## config.mk

```make
export PLATFORM = sky130hd
export DESIGN_NAME = tdm_demux_rx
export DESIGN_NICKNAME = d
export VERILOG_FILES = /design/src/rtl/tdm_pkg.sv /design/src/rtl/tdm_slot_counter.sv /design/src/rtl/tdm_demux_rx.sv
export SDC_FILE = /design/constraint.sdc
export NUM_CORES = 1
export LEC_CHECK = 0
export BUFFER_PORTS_ARGS = -buffer_cell sky130_fd_sc_hd__buf_2
export CAP_MARGIN = 30
export CORE_MARGIN = 2
export CORE_UTILIZATION = 40
export DETAILED_ROUTE_END_ITERATION = 12
export GPL_TIMING_DRIVEN = 0
export PLACE_DENSITY_LB_ADDON = 0.3
export SETUP_SLACK_MARGIN = 0.02
export SYNTH_ARGS = -nofsm -noshare
export SYNTH_HDL_FRONTEND = slang
export SYNTH_SLANG_ARGS = --single-unit
```

## constraint.sdc

```tcl
create_clock -name clk -period 2.55 [get_ports clk]
set_input_delay 0.3825 -clock clk [delete_from_list [all_inputs] [get_ports clk]]
set_output_delay 0.3825 -clock clk [all_outputs]
set_load 0.02 [all_outputs]
```

## src/rtl/tdm_pkg.sv

```systemverilog
// rtl/tdm_pkg.sv - shared TDM link types and sizing for the tx and rx sides
package tdm_pkg;

    typedef enum logic {
        HUNT   = 1'b0,
        LOCKED = 1'b1
    } tdm_state_e;

    localparam int TDM_N_DEFAULT = 8;
    localparam int TDM_W_DEFAULT = 1;

    // Wide enough to hold slot N, the parity slot in TDM_PARITY_EN builds.
    function automatic int tdm_slot_width(input int n);
        return (n < 1) ? 1 : $clog2(n + 1);
    endfunction

endpackage

```

## src/rtl/tdm_slot_counter.sv

```systemverilog
// rtl/tdm_slot_counter.sv - wrapping slot counter with clear and load-to-1 (resync)
module tdm_slot_counter #(
    parameter int WIDTH = 4,
    parameter int LAST  = 7
) (
    input  logic             clk,
    input  logic             rst_n,
    input  logic             i_en,
    input  logic             i_clr,
    input  logic             i_load1,
    output logic [WIDTH-1:0] o_count,
    output logic             o_last
);

    logic [WIDTH-1:0] r_count;
    logic             w_last;

    assign w_last = (r_count == WIDTH'(LAST));

    always_ff @(posedge clk) begin
        if (!rst_n || i_clr) begin
            r_count <= '0;
        end else if (i_load1) begin
            r_count <= WIDTH'(1);
        end else if (i_en) begin
            r_count <= w_last ? '0 : r_count + 1'b1;
        end
    end

    assign o_count = r_count;
    assign o_last  = w_last;

endmodule

```

## src/rtl/tdm_demux_rx.sv

```systemverilog
// rtl/tdm_demux_rx.sv - TDM link receiver: slot tracking, 1:N demux, frame publish (TDM_PARITY_EN adds a parity slot)
module tdm_demux_rx
    import tdm_pkg::*;
#(
    parameter int N = TDM_N_DEFAULT,
    parameter int W = TDM_W_DEFAULT
) (
    input  logic                 clk,
    input  logic                 rst_n,
    input  logic                 valid_i,
    input  logic                 sync_i,
    input  logic [W-1:0]         data_i,
    output logic [N*W-1:0]       ch_o,
    output logic                 frame_valid_o,
    output logic                 lock_o,
    output logic [$clog2(N)-1:0] slot_o,
    output logic                 err_o
);

    localparam int SW = tdm_slot_width(N);
`ifdef TDM_PARITY_EN
    localparam int LAST = N;
`else
    localparam int LAST = N - 1;
`endif

    tdm_state_e     r_state;
    tdm_state_e     w_state_nxt;
    logic [N*W-1:0] r_shadow;
    logic [N*W-1:0] r_ch;
    logic [N*W-1:0] w_pub_data;
    logic           r_fv;
    logic           r_err;
    logic           w_pub;
    logic           w_err;
    logic           w_wr;
    logic           w_en;
    logic           w_clr;
    logic           w_load1;
    logic [SW-1:0]  w_slot;
    logic           w_last;
    logic           w_slot0;
    int             w_idx;

    tdm_slot_counter #(.WIDTH(SW), .LAST(LAST)) u_slot (
        .clk     (clk),
        .rst_n   (rst_n),
        .i_en    (w_en),
        .i_clr   (w_clr),
        .i_load1 (w_load1),
        .o_count (w_slot),
        .o_last  (w_last)
    );

    assign w_slot0 = (w_slot == '0);

`ifdef TDM_PARITY_EN
    assign w_pub_data = r_shadow;
`else
    assign w_pub_data = {data_i, r_shadow[(N-1)*W-1:0]};
`endif

    always_comb begin
        w_state_nxt = r_state;
        w_pub       = 1'b0;
        w_err       = 1'b0;
        w_wr        = 1'b0;
        w_en        = 1'b0;
        w_clr       = 1'b0;
        w_load1     = 1'b0;
        if (valid_i) begin
            case (r_state)
                HUNT: begin
                    if (sync_i) begin
                        w_wr        = 1'b1;
                        w_load1     = 1'b1;
                        w_state_nxt = LOCKED;
                    end
                end
                LOCKED: begin
                    if (sync_i && !w_slot0) begin
                        // Early sync: restart the frame on this sample.
                        w_err   = 1'b1;
                        w_wr    = 1'b1;
                        w_load1 = 1'b1;
                    end else if (!sync_i && w_slot0) begin
                        w_err       = 1'b1;
                        w_clr       = 1'b1;
                        w_state_nxt = HUNT;
                    end else begin
                        w_en = 1'b1;
`ifdef TDM_PARITY_EN
                        w_wr = !w_last;
                        if (w_last) begin
                            if ((^r_shadow) == data_i[0]) begin
                                w_pub = 1'b1;
                            end else begin
                                w_err = 1'b1;
                            end
                        end
`else
                        w_wr  = 1'b1;
                        w_pub = w_last;
`endif
                    end
                end
                default: w_state_nxt = HUNT;
            endcase
        end
        w_idx = w_load1 ? 0 : int'(w_slot);
    end

    always_ff @(posedge clk) begin
        if (!rst_n) begin
            r_state  <= HUNT;
            r_shadow <= '0;
            r_ch     <= '0;
            r_fv     <= 1'b0;
            r_err    <= 1'b0;
        end else begin
            r_state <= w_state_nxt;
            r_fv    <= w_pub;
            r_err   <= w_err;
            if (w_wr) begin
                r_shadow[w_idx*W +: W] <= data_i;
            end
            if (w_pub) begin
                r_ch <= w_pub_data;
            end
        end
    end

    assign ch_o          = r_ch;
    assign frame_valid_o = r_fv;
    assign err_o         = r_err;
    assign lock_o        = (r_state == LOCKED);
    assign slot_o        = w_slot[$clog2(N)-1:0];

endmodule

```

==> qor.yml, run 1 <==
clock_tree:
  holdBufCountCts: 0
  clk_pin_slew_worst_paths_ns: 0.13
  cts_htree_levels: 1
  cts_sinks: 22
  clk_latency_ns: 0.31
  clockRootBuffer: "clkbuf_4"
  clock_path_buffers: 2
  cts_inserted_buffers: 3
  tritoncts: "done"
synth:
  ys_warn_count: 0
  ys_seq_area_share_pct: 36.7
  synth_edf_count: 0
  synth_nets: 144
  avgSynthCellArea_um2: 9.09
  netlist_area_um2: 1200
  netlist_instances: 132
  ys_ff_latch: 22
  async_flop_share_pct: 0
  ys_types: 35
  synthFlopType: "dfxtp_1"
timing:
  max_freq_ghz: 0.409
  hold_viol_final: 0
  worst_hold_slack_ns: 0.325
  fin_skew_ns: 0.00723
  tightest_slew_ns: 0.476
  finalMaxSlewViolations: 0
  min_period_over_period_pct: 96.0
  min_period_ns: 2.45
  relSlewSlack_pct: 68.3
  report.final.setup_viol: 0
min_path:
  hp-class: "in -> reg"
power_and_ir_drop:
  ir_worst_vdd_mv: 0.223
  power_density_nw_per_um2: 490
  leakage_nw: 0.731
  power_mw: 0.747
placement:
  hpwl_um: 1740
  io_buffer_count: 18
  gp_congestion: 0.806
critical_path:
  crit_path_max_fanout: 6
  crit_type: "reg -> reg"
  arrival_ns: 2.70
  cpMostUsedCell: "ha_2"
  crit_required_ns: 2.80
  cp_slowest_cell: "dfxtp_4"
  crit_chain: "inv_4, ha_2, nand2_2, ha_2, mux2_4, a21oi_4, inv_2, ha_4, nand2b_4, a221oi_4, and4bb_1, mux2i_1"
  start_kind: "register"
  worstSetupEndpointType: "register"
  max_stage_delay_ns: 0.38
final_layout:
  nets: 176
  syn2layout_area_growth_pct: 27.2
  fillerInstances: 262
  antennaDiodeCount: 0
  fin_util_pct: 54.4
  final_cell_mix: "buf_2 (19), dfxtp_1 (19), mux2i_1 (16)"
  layout-drive-gt1-share_pct: 35.6
global_route:
  gr-total-overflow: 0
  grt_max_degree: 14
  grt_usage_pct: 15.7
  grt_pass1_vias: 950
  grt_pass1_wl_um: 4220
  antenna_found_initial: 0
drt:
  ant_nets: 0
  wl_per_cell_um: 13.3
  routed_wl_um: 2590
  drc_errors: 1
  via_count: 1028
  drtPass1Iterations: 8
  vias_per_cell: 5.30
  drt_iter0_markers: 42
outcome:
  violations: "design-rule violations"
  outcome: "finished, violations left"
die:
  io_pins: 19
  die_w_um: 58.8
  die_h_um: 58.8
  dieArea_um2: 3450
  rows: 19
  start_util_pct: 42.8
  core_um2: 2810
job:
  timing.max_cap.violations: 0
cells in the mapped netlist (2+ instances only):
library cell   n  area [um2]
nand2_1       14        52.6
nand3b_1       3        22.5
ha_1           7        87.6
nor2_1        12        45.0
nand2b_1       4        25.0
nand4_1        3        18.8
inv_1          6        22.5
or4_1          2        15.0
dfxtp_1       22         440
buf_4          4        30.0
nand3_1        7        35.0
a21oi_1        7        35.0
clkbuf_1       2        7.51
mux2i_1       16         160
nor3b_1        3        22.5
layout make-up:
cell class	instances	area [um2]	share of cell area [%]
tap	31	38.8	2.54
timing repair buffer	27	158	10.3
sequential	22	449	29.4
multi-input combinational	96	749	49.1
inverter	6	25.0	1.64
buffer	8	53.8	3.52
clock inverter	1	30.0	1.97
clock buffer	3	22.5	1.48
through the flow:
stage          TNS [ns]  setup WS (ns)  cell area (um2)  instances
3_3_place_gp     -0.804         -0.204             1340        181
4_1_cts               0         0.0204             1470        191
6_report              0          0.102             1530        194
2_1_floorplan         0         0.0408             1210        132
3_5_place_dp      -1.06         -0.260             1340        181
5_1_grt        -0.00390       -0.00390             1530        194
logic make-up (layout without fill, tap and decap cells):
logic type / count (synthesis) / in the layout / share of synthesized area [%]
xor+xnor: 1 / 1 / 0.730
compound gates: 16 / 16 / 10.3
flops: 22 / 22 / 36.7
buf+inv: 14 / 45 / 6.36
simple gates: 55 / 55 / 24.0
fa+ha+maj: 7 / 7 / 7.30
mux: 17 / 17 / 14.6
where the power goes:
part	switching, mW	total, mW	internal, mW	leakage (nW)
combinational	0.0690	0.125	0.0562	0.523
sequential	0.00321	0.350	0.347	0.180
clock	0.113	0.272	0.159	0.0279
layer usage:
layer | routed length [um] | track usage [%]
met5 | 0 | 0
met4 | 32 | 8.12
met3 | 66 | 2.42
met2 | 1260 | 24.3
met1 | 1230 | 21.1
final timing paths:
path	start	slack, ns	depth (start not counted)	to
hold reg to reg	r_shadow[1]	0.47	2	r_shadow[1]
hold / removal	data_i	0.33	3	ch_o[7]
setup / recovery	u_slot.o_count[0]	0.10	12	r_shadow[2]
setup reg to reg	u_slot.o_count[0]	0.10	12	r_shadow[2]
timing repair:
item | in CTS | in global routing
setup buffers | 6 | 3
gates resized for setup | 12 | 10
cloned | 0 | 0
endpoints found under the setup margin | 7 | 5
pin swaps | 5 | 4
flip-flops by register name (all words and copies together), names as in the netlist:
signal,flops
ch_o,8
err_o,1
frame_valid_o,1
lock_o,1
r_shadow,7
u_slot.o_count,4
worst max-delay path: cells and delay by family (launching register included):
kind,cells,cell delay (ns)
AND/OR/NAND/NOR,3,0.46
AO/OA/AOI/OAI,2,0.44
buffers and inverters,2,0.12
adder cells (fa/ha/maj),3,0.51
multiplexers,2,0.48
flip-flops,1,0.38
Power figures use the tool's default switching activity.
==> run 2, diff against run 1 <==
--- a/config.mk
+++ b/config.mk
@@ -5,7 +5,7 @@
 export SDC_FILE = /design/constraint.sdc
 export NUM_CORES = 1
 export LEC_CHECK = 0
-export BUFFER_PORTS_ARGS = -buffer_cell sky130_fd_sc_hd__buf_2
+export BUFFER_PORTS_ARGS = -buffer_cell sky130_fd_sc_hd__clkbuf_2
 export CAP_MARGIN = 30
 export CORE_MARGIN = 2
 export CORE_UTILIZATION = 40
==> qor.yml, run 2 (synthesized netlist as in run 1, its figures left out) <==
outcome:
  outcome: "finished, violations left"
  violations: "design-rule violations"
clock_tree:
  cts_sinks: 22  # unchanged
  cts_inserted_buffers: 3  # unchanged
  holdBufCountCts: 0  # unchanged
  clock_path_buffers: 2  # unchanged
  clockRootBuffer: "clkbuf_4"
  clk_latency_ns: 0.32  # about the same
  cts_htree_levels: 1  # unchanged
  clk_pin_slew_worst_paths_ns: 0.13  # about the same
  tritoncts: "done"
critical_path:
  crit_cells: 12  # unchanged
  cp_slowest_cell: "dfxtp_4"
  max_stage_delay_ns: 0.38  # about the same
  worstSetupEndpointType: "register"
  cp_top_family: "adder cells"
  worst-r2r-setup-slack_ns: 0.13  # +0.02 ns
  crit_chain: "inv_4, ha_2, nand2_2, ha_2, mux2_4, a21oi_4, inv_2, ha_4, nand2b_4, a221oi_4, and4bb_1, mux2i_1"
  reg2reg_to: "r_shadow[2]"
  cp-startpoint: "u_slot.o_count[0]"
  crit_end: "r_shadow[2]"
  crit_required_ns: 2.82  # +0.02 ns
  arrival_ns: 2.69  # about the same
  crit_type: "reg -> reg"
  reg2reg_depth: 12  # unchanged
  start_kind: "register"
  r2r_start: "u_slot.o_count[0]"
  crit_path_max_fanout: 5  # -1
  critPathBufInv: 2  # unchanged
  cpMostUsedCell: "ha_2"
die:
  core_um2: 2810  # unchanged
  io_pins: 19  # unchanged
  die_h_um: 58.8  # unchanged
  start_util_pct: 42.8  # unchanged
  die_w_um: 58.8  # unchanged
  rows: 19  # unchanged
  dieArea_um2: 3450  # unchanged
drt:
  drtPass1Iterations: 8  # unchanged
  routed_wl_um: 2540  # -2.0%
  drc_errors: 1  # unchanged
  via_count: 1035  # +0.68%
  wl_per_cell_um: 13.1  # -2.0%
  drt_iter0_markers: 17  # -60%
  vias_per_cell: 5.34  # +0.68%
  ant_nets: 0  # unchanged
timing:
  setup_ws_ns: 0.125  # +0.0230 ns
  min_period_over_period_pct: 95.1  # -0.90 points
  tightest_slew_ns: 0.470  # -0.00611 ns
  finalMaxSlewViolations: 0  # unchanged
  max_freq_ghz: 0.412  # +0.95%
  min_period_ns: 2.42  # -0.0230 ns
  fin_skew_ns: 0.00957  # +0.00234 ns
  relSlewSlack_pct: 68.7  # +0.41 points
  hold_viol_final: 0  # unchanged
  report.final.setup_viol: 0  # unchanged
  fin_setup_tns_ns: 0  # unchanged
placement:
  gp_congestion: 0.801  # -0.61%
  dpl.cell_count: 181  # unchanged
  dpl_worst_slack_ns: -0.252  # +0.00796 ns
  place_area_um2: 1340  # unchanged
  io_buffer_count: 18  # unchanged
  hpwl_um: 1720  # -1.4%
min_path:
  hp-class: "in -> reg"
final_layout:
  final_cell_mix: "dfxtp_1 (19), clkbuf_2 (18), mux2i_1 (16)"
  nets: 176  # unchanged
  layout_commonest_cell: "dfxtp_1"
  multiInputGateArea_um2: 747  # -0.33%
  fillerInstances: 277  # +5.7%
  regArea_um2: 452  # +0.56%
  postLayoutCellArea_um2: 1510  # -1.1%
  largest_reg_flops: 8  # unchanged
  syn2layout_area_growth_pct: 25.9
  antennaDiodeCount: 0  # unchanged
  layout-drive-gt1-share_pct: 34.4  # -1.2 points
  stdcell_count: 194  # unchanged
power_and_ir_drop:
  power_density_nw_per_um2: 443  # -9.5%
  ir_worst_vdd_mv: 0.189  # -15%
  leakage_nw: 0.710  # -2.9%
global_route:
  gr-total-overflow: 0  # unchanged
  grt_pass1_vias: 902  # -5.1%
  antenna_found_initial: 0  # unchanged
  grt_usage_pct: 15.2  # -0.51 points
  grt_pass1_wl_um: 4050  # -4.1%
  grt_max_degree: 13  # -1
job:
  timing.max_cap.violations: 0  # unchanged
run 2: changes by cell type in the layout (fill, tap and decap cells not counted), sizes merged:
cell	delta
clkbuf	+19
buf	-18
bufinv	-1
run 2: worst min path at each step:
stage	from	end	slack, ns	cells past startpoint
after global routing	data_i	ch_o[7]	0.38	3
final	data_i	ch_o[7]	0.36	3
after CTS	data_i	ch_o[7]	0.37	3
after detailed placement	r_shadow[1]	r_shadow[1]	0.45	2
after floorplan	r_shadow[0]	r_shadow[0]	0.43	2
after global placement	r_shadow[2]	r_shadow[2]	0.45	2
run 2: repair_timing:
action                                  CTS  global route
gates cloned                              0             0
endpoints found under the setup margin    7             7
pin swaps                                 4             5
gates resized for setup                  11            10
setup buffers                             4             5
endpoints found under the hold margin     0             0
run 2: where the power goes:
part	switching [mW]	internal, mW	total, mW
Combinational	0.0675	0.0540	0.122
Sequential	0.00315	0.346	0.349
Clock	0.111	0.0874	0.199
Total	0.182	0.487	0.669
run 2: through the flow:
stage               hold slack (ns)  total power [mW]  util [%]
finish                        0.359             0.669      53.8
global route                  0.385             0.700      53.8
CTS                           0.368             0.654      51.2
detailed placement            0.454             0.453      47.7
global placement              0.448             0.452      47.7
floorplan                     0.434             0.430         -
run 2: layer usage:
| metal | global-route usage, % | up-vias | share of wire [%] |
|---|---|---|---|
| met2 | 24.6 | 17 | 49 |
| met4 | 5.84 | 0 | 1.7 |
| met1 | 20.1 | 492 | 46 |
| li1 | - | 522 | - |
| met3 | 2.64 | 4 | 3.0 |
| met5 | 0 | - | 0 |
run 2: layout make-up:
class | count | share of cell area [%]
Multi-Input combinational cell | 96 | 49.5
Sequential cell | 22 | 29.9
Timing Repair Buffer | 27 | 10.4
Buffer | 8 | 3.56
Tap cell | 31 | 2.57
Clock buffer | 4 | 2.40
Inverter | 6 | 1.66
run 2: tightest hold or removal path, cell delays in order:
cell and delay (ns):
clkbuf_2 0.11, mux2i_1 0.07, nor2_1 0.08
